===== src/rtl/fp16_pkg.sv =====
// Shared definitions for the half-precision (1/5/10) add datapath.
package fp16_pkg;

    localparam int EXP_W   = 5;
    localparam int MAN_W   = 10;
    localparam int EXP_MAX = 31;
    localparam int BIAS    = 15;

    localparam logic [15:0] QNAN = 16'h7E00;
    localparam logic [15:0] PINF = 16'h7C00;

    typedef enum logic [1:0] {
        IDLE,
        NORM,
        ROUND,
        DONE
    } state_e;

endpackage


===== src/rtl/rne_incr.sv =====
// Round-to-nearest-even increment with significand overflow and exponent fix-up.
module rne_incr
    import fp16_pkg::*;
(
    input  logic [MAN_W:0] mant_i,
    input  logic           round_i,
    input  logic           sticky_i,
    input  logic [EXP_W:0] exp_i,
    output logic [MAN_W:0] mant_o,
    output logic [EXP_W:0] exp_o,
    output logic           inexact_o
);

    localparam logic [EXP_W:0] EXP_INF = (EXP_W+1)'(EXP_MAX);

    logic           incr;
    logic [MAN_W+1:0] sum;

    // NOTE: every output gets a default before any conditional update, so no latch is inferred.
    always_comb begin
        incr      = round_i & (sticky_i | mant_i[0]);
        sum       = {1'b0, mant_i} + {{(MAN_W+1){1'b0}}, incr};
        mant_o    = sum[MAN_W:0];
        exp_o     = exp_i;
        if (sum[MAN_W+1]) begin
            mant_o = {1'b1, {MAN_W{1'b0}}};
            exp_o  = exp_i + 1'b1;
        end else if (exp_i == '0 && sum[MAN_W]) begin
            // A subnormal rounded up into the hidden bit becomes the smallest normal.
            exp_o = (EXP_W+1)'(1);
        end
        inexact_o = round_i | sticky_i | (exp_o >= EXP_INF);
    end

endmodule


===== src/rtl/normalize_round.sv =====
// Iterative normaliser and RNE rounder following the fp16 mantissa adder.
module normalize_round
    import fp16_pkg::*;
(
    input  logic             clk,
    input  logic             rst,
    input  logic             in_valid,
    output logic             in_ready,
    input  logic             in_sign,
    input  logic [EXP_W-1:0] in_exp,
    input  logic             in_carry,
    input  logic [MAN_W:0]   in_mant,
    input  logic             in_sticky,
    output logic             out_valid,
    input  logic             out_ready,
    output logic [15:0]      out_result,
    output logic             out_inexact
);

    localparam logic [EXP_W:0] EXP_INF = (EXP_W+1)'(EXP_MAX);
    localparam logic [EXP_W:0] EXP_ONE = (EXP_W+1)'(1);

    state_e           state_q;
    logic             sign_q;
    logic [EXP_W:0]   exp_q;
    logic             carry_q;
    logic [MAN_W:0]   mant_q;
    logic             sticky_q;
    logic             round_q;
    logic             out_valid_q;
    logic [15:0]      out_result_q;
    logic             out_inexact_q;

    logic [MAN_W:0]   rnd_mant_d;
    logic [EXP_W:0]   rnd_exp_d;
    logic             rnd_inexact_d;

    rne_incr u_rne_incr (
        .mant_i    (mant_q),
        .round_i   (round_q),
        .sticky_i  (sticky_q),
        .exp_i     (exp_q),
        .mant_o    (rnd_mant_d),
        .exp_o     (rnd_exp_d),
        .inexact_o (rnd_inexact_d)
    );

    assign in_ready    = (state_q == IDLE) & ~rst;
    assign out_valid   = out_valid_q;
    assign out_result  = out_result_q;
    assign out_inexact = out_inexact_q;

    // NOTE: all state updates use non-blocking assignments so every register samples pre-edge values.
    always_ff @(posedge clk or posedge rst) begin
        if (rst) begin
            state_q       <= IDLE;
            sign_q        <= 1'b0;
            exp_q         <= '0;
            carry_q       <= 1'b0;
            mant_q        <= '0;
            sticky_q      <= 1'b0;
            round_q       <= 1'b0;
            out_valid_q   <= 1'b0;
            out_result_q  <= '0;
            out_inexact_q <= 1'b0;
        end else begin
            unique case (state_q)
                IDLE: begin
                    if (in_valid) begin
                        sign_q   <= in_sign;
                        // A subnormal operand carries exponent 1 in arithmetic.
                        exp_q    <= (in_exp == '0) ? EXP_ONE : {1'b0, in_exp};
                        carry_q  <= in_carry;
                        mant_q   <= in_mant;
                        sticky_q <= in_sticky;
                        round_q  <= 1'b0;
                        state_q  <= NORM;
                    end
                end
                NORM: begin
                    if (exp_q == EXP_INF) begin
                        out_result_q  <= {sign_q, exp_q[EXP_W-1:0], mant_q[MAN_W-1:0]};
                        out_inexact_q <= 1'b0;
                        out_valid_q   <= 1'b1;
                        state_q       <= DONE;
                    end else if (carry_q) begin
                        mant_q  <= {1'b1, mant_q[MAN_W:1]};
                        round_q <= mant_q[0];
                        exp_q   <= exp_q + 1'b1;
                        carry_q <= 1'b0;
                        state_q <= ROUND;
                    end else if (mant_q == '0) begin
                        out_result_q  <= '0;
                        out_inexact_q <= 1'b0;
                        out_valid_q   <= 1'b1;
                        state_q       <= DONE;
                    end else if (!mant_q[MAN_W] && exp_q > EXP_ONE) begin
                        mant_q <= {mant_q[MAN_W-1:0], 1'b0};
                        exp_q  <= exp_q - 1'b1;
                    end else if (!mant_q[MAN_W]) begin
                        exp_q   <= '0;
                        state_q <= ROUND;
                    end else begin
                        state_q <= ROUND;
                    end
                end
                ROUND: begin
                    if (rnd_exp_d >= EXP_INF) begin
                        out_result_q <= {sign_q, PINF[14:0]};
                    end else begin
                        out_result_q <= {sign_q, rnd_exp_d[EXP_W-1:0], rnd_mant_d[MAN_W-1:0]};
                    end
                    out_inexact_q <= rnd_inexact_d;
                    out_valid_q   <= 1'b1;
                    state_q       <= DONE;
                end
                DONE: begin
                    if (out_ready) begin
                        out_valid_q <= 1'b0;
                        state_q     <= IDLE;
                    end
                end
                default: state_q <= IDLE;
            endcase
        end
    end

endmodule


===== config.mk =====
export PLATFORM = sky130hd
export DESIGN_NAME = normalize_round
export DESIGN_NICKNAME = d
export VERILOG_FILES = /design/src/rtl/fp16_pkg.sv /design/src/rtl/rne_incr.sv /design/src/rtl/normalize_round.sv
export SDC_FILE = /design/constraint.sdc
export NUM_CORES = 1
export LEC_CHECK = 0
export CORE_ASPECT_RATIO = 0.7
export CORE_UTILIZATION = 35
export DETAILED_ROUTE_END_ITERATION = 8
export PLACE_DENSITY = 0.64
export SKIP_CTS_REPAIR_TIMING = 1
export SLEW_MARGIN = 40
export SYNTH_ARGS = -nofsm -noshare
export SYNTH_HDL_FRONTEND = slang
export SYNTH_HIERARCHICAL = 1
export SYNTH_SLANG_ARGS = --single-unit

===== constraint.sdc =====
create_clock -name clk -period 2.8 [get_ports clk]
set_clock_uncertainty 0.2 [all_clocks]
set_input_delay 0.42 -clock clk [delete_from_list [all_inputs] [get_ports clk]]
set_output_delay 0.42 -clock clk [all_outputs]
set_load 0.01 [all_outputs]

* After elaboration in Yosys (flattened, before gate mapping) *
Cells that the tools add are included.

word-level totals
  flip-flop bits (word level) = 41
  latch bits = 0
  memory bits (writable) = 0
  bits in read-only memories = 0
  output and inout bits = 19
  word-level logic and storage cells = 98
  memories = 0

operators by class
  $add $sub $neg = 3
  $mul = 0
  divide/modulo/power cells = 0
  $lt $le $gt $ge = 2
  equality and inequality tests = 14
  shift operators = 0
  mux-type cells = 45
  bitwise operators = 6
  reduce and logical (&&, ||, !) cells = 18

operators by type and width
  kind                 count
  $mux 11              5
  $mux 16              3
  $mux 6               8
  $pmux 16 s2          1
  $pmux 11 s2          1
  $mux 15              1
  $add 11x1->12        1
  $mux 1               12
  $mux 2               6
  $ne 3x3->1 const B   4
  $pmux 6 s2           1
  $logic_not 11->1     1
  $mux 10              1
  $reduce_and 5->1     2
  $reduce_and 3->1     3
  $ne 2x2->1 const B   4
  $pmux 2 s4           1
  $reduce_and 4->1     2
  $add 6x1->6 const B  1
  $eq 6x5->1 const B   1
  $ge 6x5->1 const B   1
  $gt 6x1->1 const B   1
  $logic_not 6->1      1
  $pmux 1 s2           3
  17 further kinds     23

* Logic depth before layout (Yosys ltp) *
  depth in word-level cells = 9
  depth in mapped cells = 11
  mapped depth without buffers = 10

* Hierarchy *
Netlist, hierarchy kept.

modules (own cells, without submodules)
  module           instances  cells each  area an instance (um^2)  seq. area each (um^2)
  normalize_round  1          263         2613.8                   1026.0
  rne_incr         1          77          521.8                    0.0

* Worst setup path after synthesis *
No wires, ideal clock.

  path type = register -> register
  start point = reg mant_q[0]
  end point = reg out_result_q[0] (netlist: out_result[0])
  setup time = 0.073 ns
  arrival = 2.719 ns
  data required time = 2.527 ns
  setup slack = -0.192 ns
  cell stages (with the launch flop) = 11
  path buffers = 0
  cell sequence = dfrtp_1 o21a_1 ha_1 nand3_1 or3_4 or3_1 xnor2_1 and3_1 a31oi_1 a22oi_1 a21oi_2

on the way
  longest elaborated chain between the ends = 9
  elaborated cells between the ends (all ways) = 14
  those cells by class = add/sub (1); order compare (1); eq/ne (1); mux (6); bitwise (2); reduce/logical (3)

ends and longest elaborated chain
  item                      line                    source
  start: declaration        normalize_round.sv:27   logic [MAN_W:0] mant_q;
  start signal: assignment  normalize_round.sv:74   mant_q <= in_mant;
  start signal: assignment  normalize_round.sv:87   mant_q <= {1'b1, mant_q[MAN_W:1]};
  start signal: assignment  normalize_round.sv:98   mant_q <= {mant_q[MAN_W-1:0], 1'b0};
  $or 1x1->1                rne_incr.sv:21          incr = round_i & (sticky_i | mant_i[0]);
  $and 1x1->1               rne_incr.sv:21
  $add 11x1->12 *           rne_incr.sv:22          sum = {1'b0, mant_i} + {{(MAN_W+1){1'b0}}, incr};
  $logic_and 1x1->1         rne_incr.sv:28          end else if (exp_i == '0 && sum[MAN_W]) begin
  $mux 6                    rne_incr.sv:28
  $mux 6 *                  rne_incr.sv:25          if (sum[MAN_W+1]) begin
  named net rnd_exp_d[3]    normalize_round.sv:35   logic [EXP_W:0] rnd_exp_d;
  $ge 6x5->1 *              normalize_round.sv:108  if (rnd_exp_d >= EXP_INF) begin
  $mux 15 *                 normalize_round.sv:108
  $pmux 16 s2 *             normalize_round.sv:67   unique case (state_q)
  end signal: assignment    normalize_round.sv:82   out_result_q <= {sign_q, exp_q[EXP_W-1:0], mant_q[MAN_W-1:0]};
  end signal: assignment    normalize_round.sv:109  out_result_q <= {sign_q, PINF[14:0]};
  end signal: assignment    normalize_round.sv:111  out_result_q <= {sign_q, rnd_exp_d[EXP_W-1:0], rnd_mant_d[MAN_W-1:0]};
  end: declaration          normalize_round.sv:31   logic [15:0] out_result_q;

Mark *: on every way through the listed nets, which the timed path passes. The rest lies on a longest branch.
A chain may end at the register's enable or synchronous reset.

* Worst setup path after layout *
  start point = reg sticky_q
  end point = reg out_result_q[2] (netlist: out_result[2])

on the way
  longest elaborated chain between the ends = 9
  elaborated cells between the ends (all ways) = 10
  those cells by class = add/sub (1); order compare (1); mux (5); bitwise (2); reduce/logical (1)

ends and longest elaborated chain
  item                      line                    source
  start: declaration        normalize_round.sv:28   logic sticky_q;
  start signal: assignment  normalize_round.sv:75   sticky_q <= in_sticky;
  $or 1x1->1 *              rne_incr.sv:21
  $and 1x1->1 *             rne_incr.sv:21
  $add 11x1->12 *           rne_incr.sv:22
  $logic_and 1x1->1         rne_incr.sv:28
  $mux 6                    rne_incr.sv:28
  $mux 6 *                  rne_incr.sv:25
  named net rnd_exp_d[3]    normalize_round.sv:35
  $ge 6x5->1 *              normalize_round.sv:108
  $mux 15 *                 normalize_round.sv:108
  $pmux 16 s2 *             normalize_round.sv:67

Marks and branches as above.

==> reports/qor_table.md <==
| Metric | This run |
| --- | --- |
| Clk Latency, worst-skew pair | 0.29 ns |
| Slowest cell delay on critical path | 0.39 ns |
| Flop-to-flop setup slack | 0.02 ns |
| Via-to-Cell Ratio | 5.331 |
| TritonCTS Buffers | 5 |
| R2r startpoint | sticky_q |
| Required time at the endpoint of the critical path | 2.77 ns |
| Core region area | 8548 um^2 |
| CTS sink count | 41 |
| Vertical die dimension | 80.95 um |
| Transition time at the pin with the least slew margin | 0.6526 ns |
| Drt pass-1 iters | 5 |
| Post-layout min period | 2.784 ns |
| Hold Path Origin | round_q |
| Number of port buffers | 41 |
| CTS Root Buffer Type | sky130_fd_sc_hd__clkbuf_16 |
| Instance count of the mapped netlist | 337 |
| Worst Path Class, Setup | reg2reg |
| Run status | finished, final reports clean |
| Final HPWL from detailed placement | 6.109 mm |
| Routed wire length | 8.472 mm |
| Area delta synth->final | 29.83% |
| DR vias | 2756 |
| Reg2reg path depth | 11 |
| Type of element launching the critical path | flip-flop |
| Hold depth | 2 |
| Data arrival, critical path | 2.75 ns |
| Fin Setup TNS | 0 ns |
| Via count of the first global-routing pass | 2636 |
| Maximum VDD drop | 494.8 uV |
| Post-Place Setup Slack | -0.07124 ns |
| Maximum capacitance violations | 0 |
| Overall die width | 114.8 um |
| Routability congestion estimate | 0.8913 |
| Overall power of the completed layout | 4.973 mW |
| Most repeated library cell on the critical path | sky130_fd_sc_hd__or3_4 |
| Total grt overflow | 0 |
| Final std cells w/o fill | 517 |
| Number of antenna cells inserted | 0 |
| Static leakage | 1.661 nW |
| CTS tree | built |
| PwrDens | 1229 nW/um^2 |
| Unrepaired setup endpoints after global routing | yes |
| Number of placed I/O pins | 42 |
| Final-stage net count | 431 |
| Core Rows | 28 |
| Total GRT Usage | 19.01% |
| Remaining antenna violation count after routing | 0 |
| Drt initial violations | 227 |
| Reg2Reg Capture Point | out_result[2] |
| Wire length of the first global-routing pass | 13.70 mm |
| Cell area after synthesis | 3117 um^2 |
| Worst-path cell with the longest stage delay | sky130_fd_sc_hd__dfrtp_1 |
| Post-Syn Nets | 372 |
| Layout cell share with drive strength beyond 1 | 23.93% |
| Warning count from the yosys run | 6 |
| DP Cell Count | 507 |
| Die area | 9292 um^2 |
| Class of the most critical hold timing path | reg2reg |
| Worst Hold Endpoint | round_q |
| Crit-path max FO | 10 |
| Antenna violations before repair | 0 |
| Average cell area after synthesis | 9.248 um^2 |
| Final cell area excluding filler cells | 4046 um^2 |
| Slew margin rel. | 56.50% |
| Maximum operating frequency | 359.2 MHz |
| Critical path cell sequence | o21a_1 -> ha_4 -> nand3_2 -> or3_4 -> or3_4 -> xnor2_4 -> and3_4 -> a31oi_4 -> buf_12 -> a22oi_1 -> a21oi_2 |
| Maximum number of pins on one net before global-route repair | 42 |
| Number of remaining DRC errors | 0 |
| Wirelength per Cell | 16.39 um |
| Clock Pin Slew Worst Setup and Hold Paths | 0.06 ns |
| Number of max-slew violations in the final report | 0 |
| Worst path setup slack after routing | 0.01631 ns |
| Final period utilization | 99.42% |
| Count of final setup violators | 0 |
| Cell area after placement | 3774 um^2 |
| Hold violation total from the final report | 0 |
| H-Tree Level Count | 2 |
| Max Buffers Root-to-Sink | 2 |
| Endpoint type of the worst setup path | flip-flop |
| Initial standard-cell utilization of the core | 36.46% |
[critical path, delay by kind of cell (launching register included)]
family / cells / cell delay (ns)
compound gates: 4 / 0.55
xor+xnor: 1 / 0.16
fa+ha+maj: 1 / 0.16
buf+inv: 1 / 0.17
flops: 1 / 0.39
simple gates: 4 / 1.03
[flip-flops by register name (all words and copies together), names as in the netlist]
signal	flops
out_inexact	1
out_valid	1
exp_q	6
out_result	16
mant_q	11
sticky_q	1
state_q	2
round_q	1
carry_q	1
sign_q	1
[metrics by stage]
step                      hold WS (ns)  utilization, %
after CTS                       0.2979           45.77
final                           0.2955           47.34
after global placement          0.2782           44.15
after global routing            0.3225           47.34
after floorplan                 0.2578               -
after detailed placement        0.2784           44.15
[layout by cell type, fill, tap and decap left out, types with 4 or more instances in the layout]
master                            instances
sky130_fd_sc_hd__clkdlybuf4s50_1         41
sky130_fd_sc_hd__nor3_1                   5
sky130_fd_sc_hd__nand3_1                  6
sky130_fd_sc_hd__xnor2_1                 11
sky130_fd_sc_hd__ha_1                    11
sky130_fd_sc_hd__mux2i_1                 12
sky130_fd_sc_hd__o22ai_1                  4
sky130_fd_sc_hd__buf_4                   28
sky130_fd_sc_hd__nand4_1                  7
sky130_fd_sc_hd__dfrtp_1                 40
sky130_fd_sc_hd__o31ai_1                  5
sky130_fd_sc_hd__clkbuf_16                5
sky130_fd_sc_hd__nand2_1                 25
sky130_fd_sc_hd__mux2_2                   5
sky130_fd_sc_hd__xor2_1                   6
sky130_fd_sc_hd__a21oi_1                 19
sky130_fd_sc_hd__nor2_1                  40
sky130_fd_sc_hd__a22oi_1                  4
sky130_fd_sc_hd__a21oi_2                 10
sky130_fd_sc_hd__mux2_4                   9
sky130_fd_sc_hd__a22oi_2                  6
sky130_fd_sc_hd__inv_1                   16
sky130_fd_sc_hd__o21ai_0                 15
[worst max path at each step]
stage / startpoint / to / slack, ns
after global placement: mant_q[0] / out_result[0] / 0.006
final: sticky_q / out_result[2] / 0.02
after CTS: mant_q[0] / out_result[3] / -0.09
after floorplan: mant_q[0] / out_result[0] / 0.04
after global routing: sticky_q / out_result[5] / -0.04
after detailed placement: mant_q[0] / out_result[3] / -0.07
[cell type report]
cell class | count | area (um^2)
clock inverters | 2 | 10.01
well taps | 120 | 150.1
fillers | 848 | 4502
multi-input cells | 262 | 2029
repair buffers | 70 | 640.6
inverters | 16 | 60.06
flip-flops and latches | 41 | 1027
clock buffers | 6 | 128.9
[power by group]
| group | switching [mW] | internal (mW) |
|---|---|---|
| Combinational | 1.76 | 1.51 |
| Sequential | 0.249 | 0.884 |
| Clock | 0.233 | 0.327 |
[metal layers]
layer | part of all wire [%] | GRT usage [%] | up-vias
met5 | 0 | 0 | -
met1 | 51 | 27.99 | 1322
met4 | 0.64 | 3.766 | 0
met2 | 42 | 28.06 | 90
met3 | 6.4 | 4.627 | 8
li1 | - | - | 1336
No activity file was read; power rests on OpenSTA's default activity.
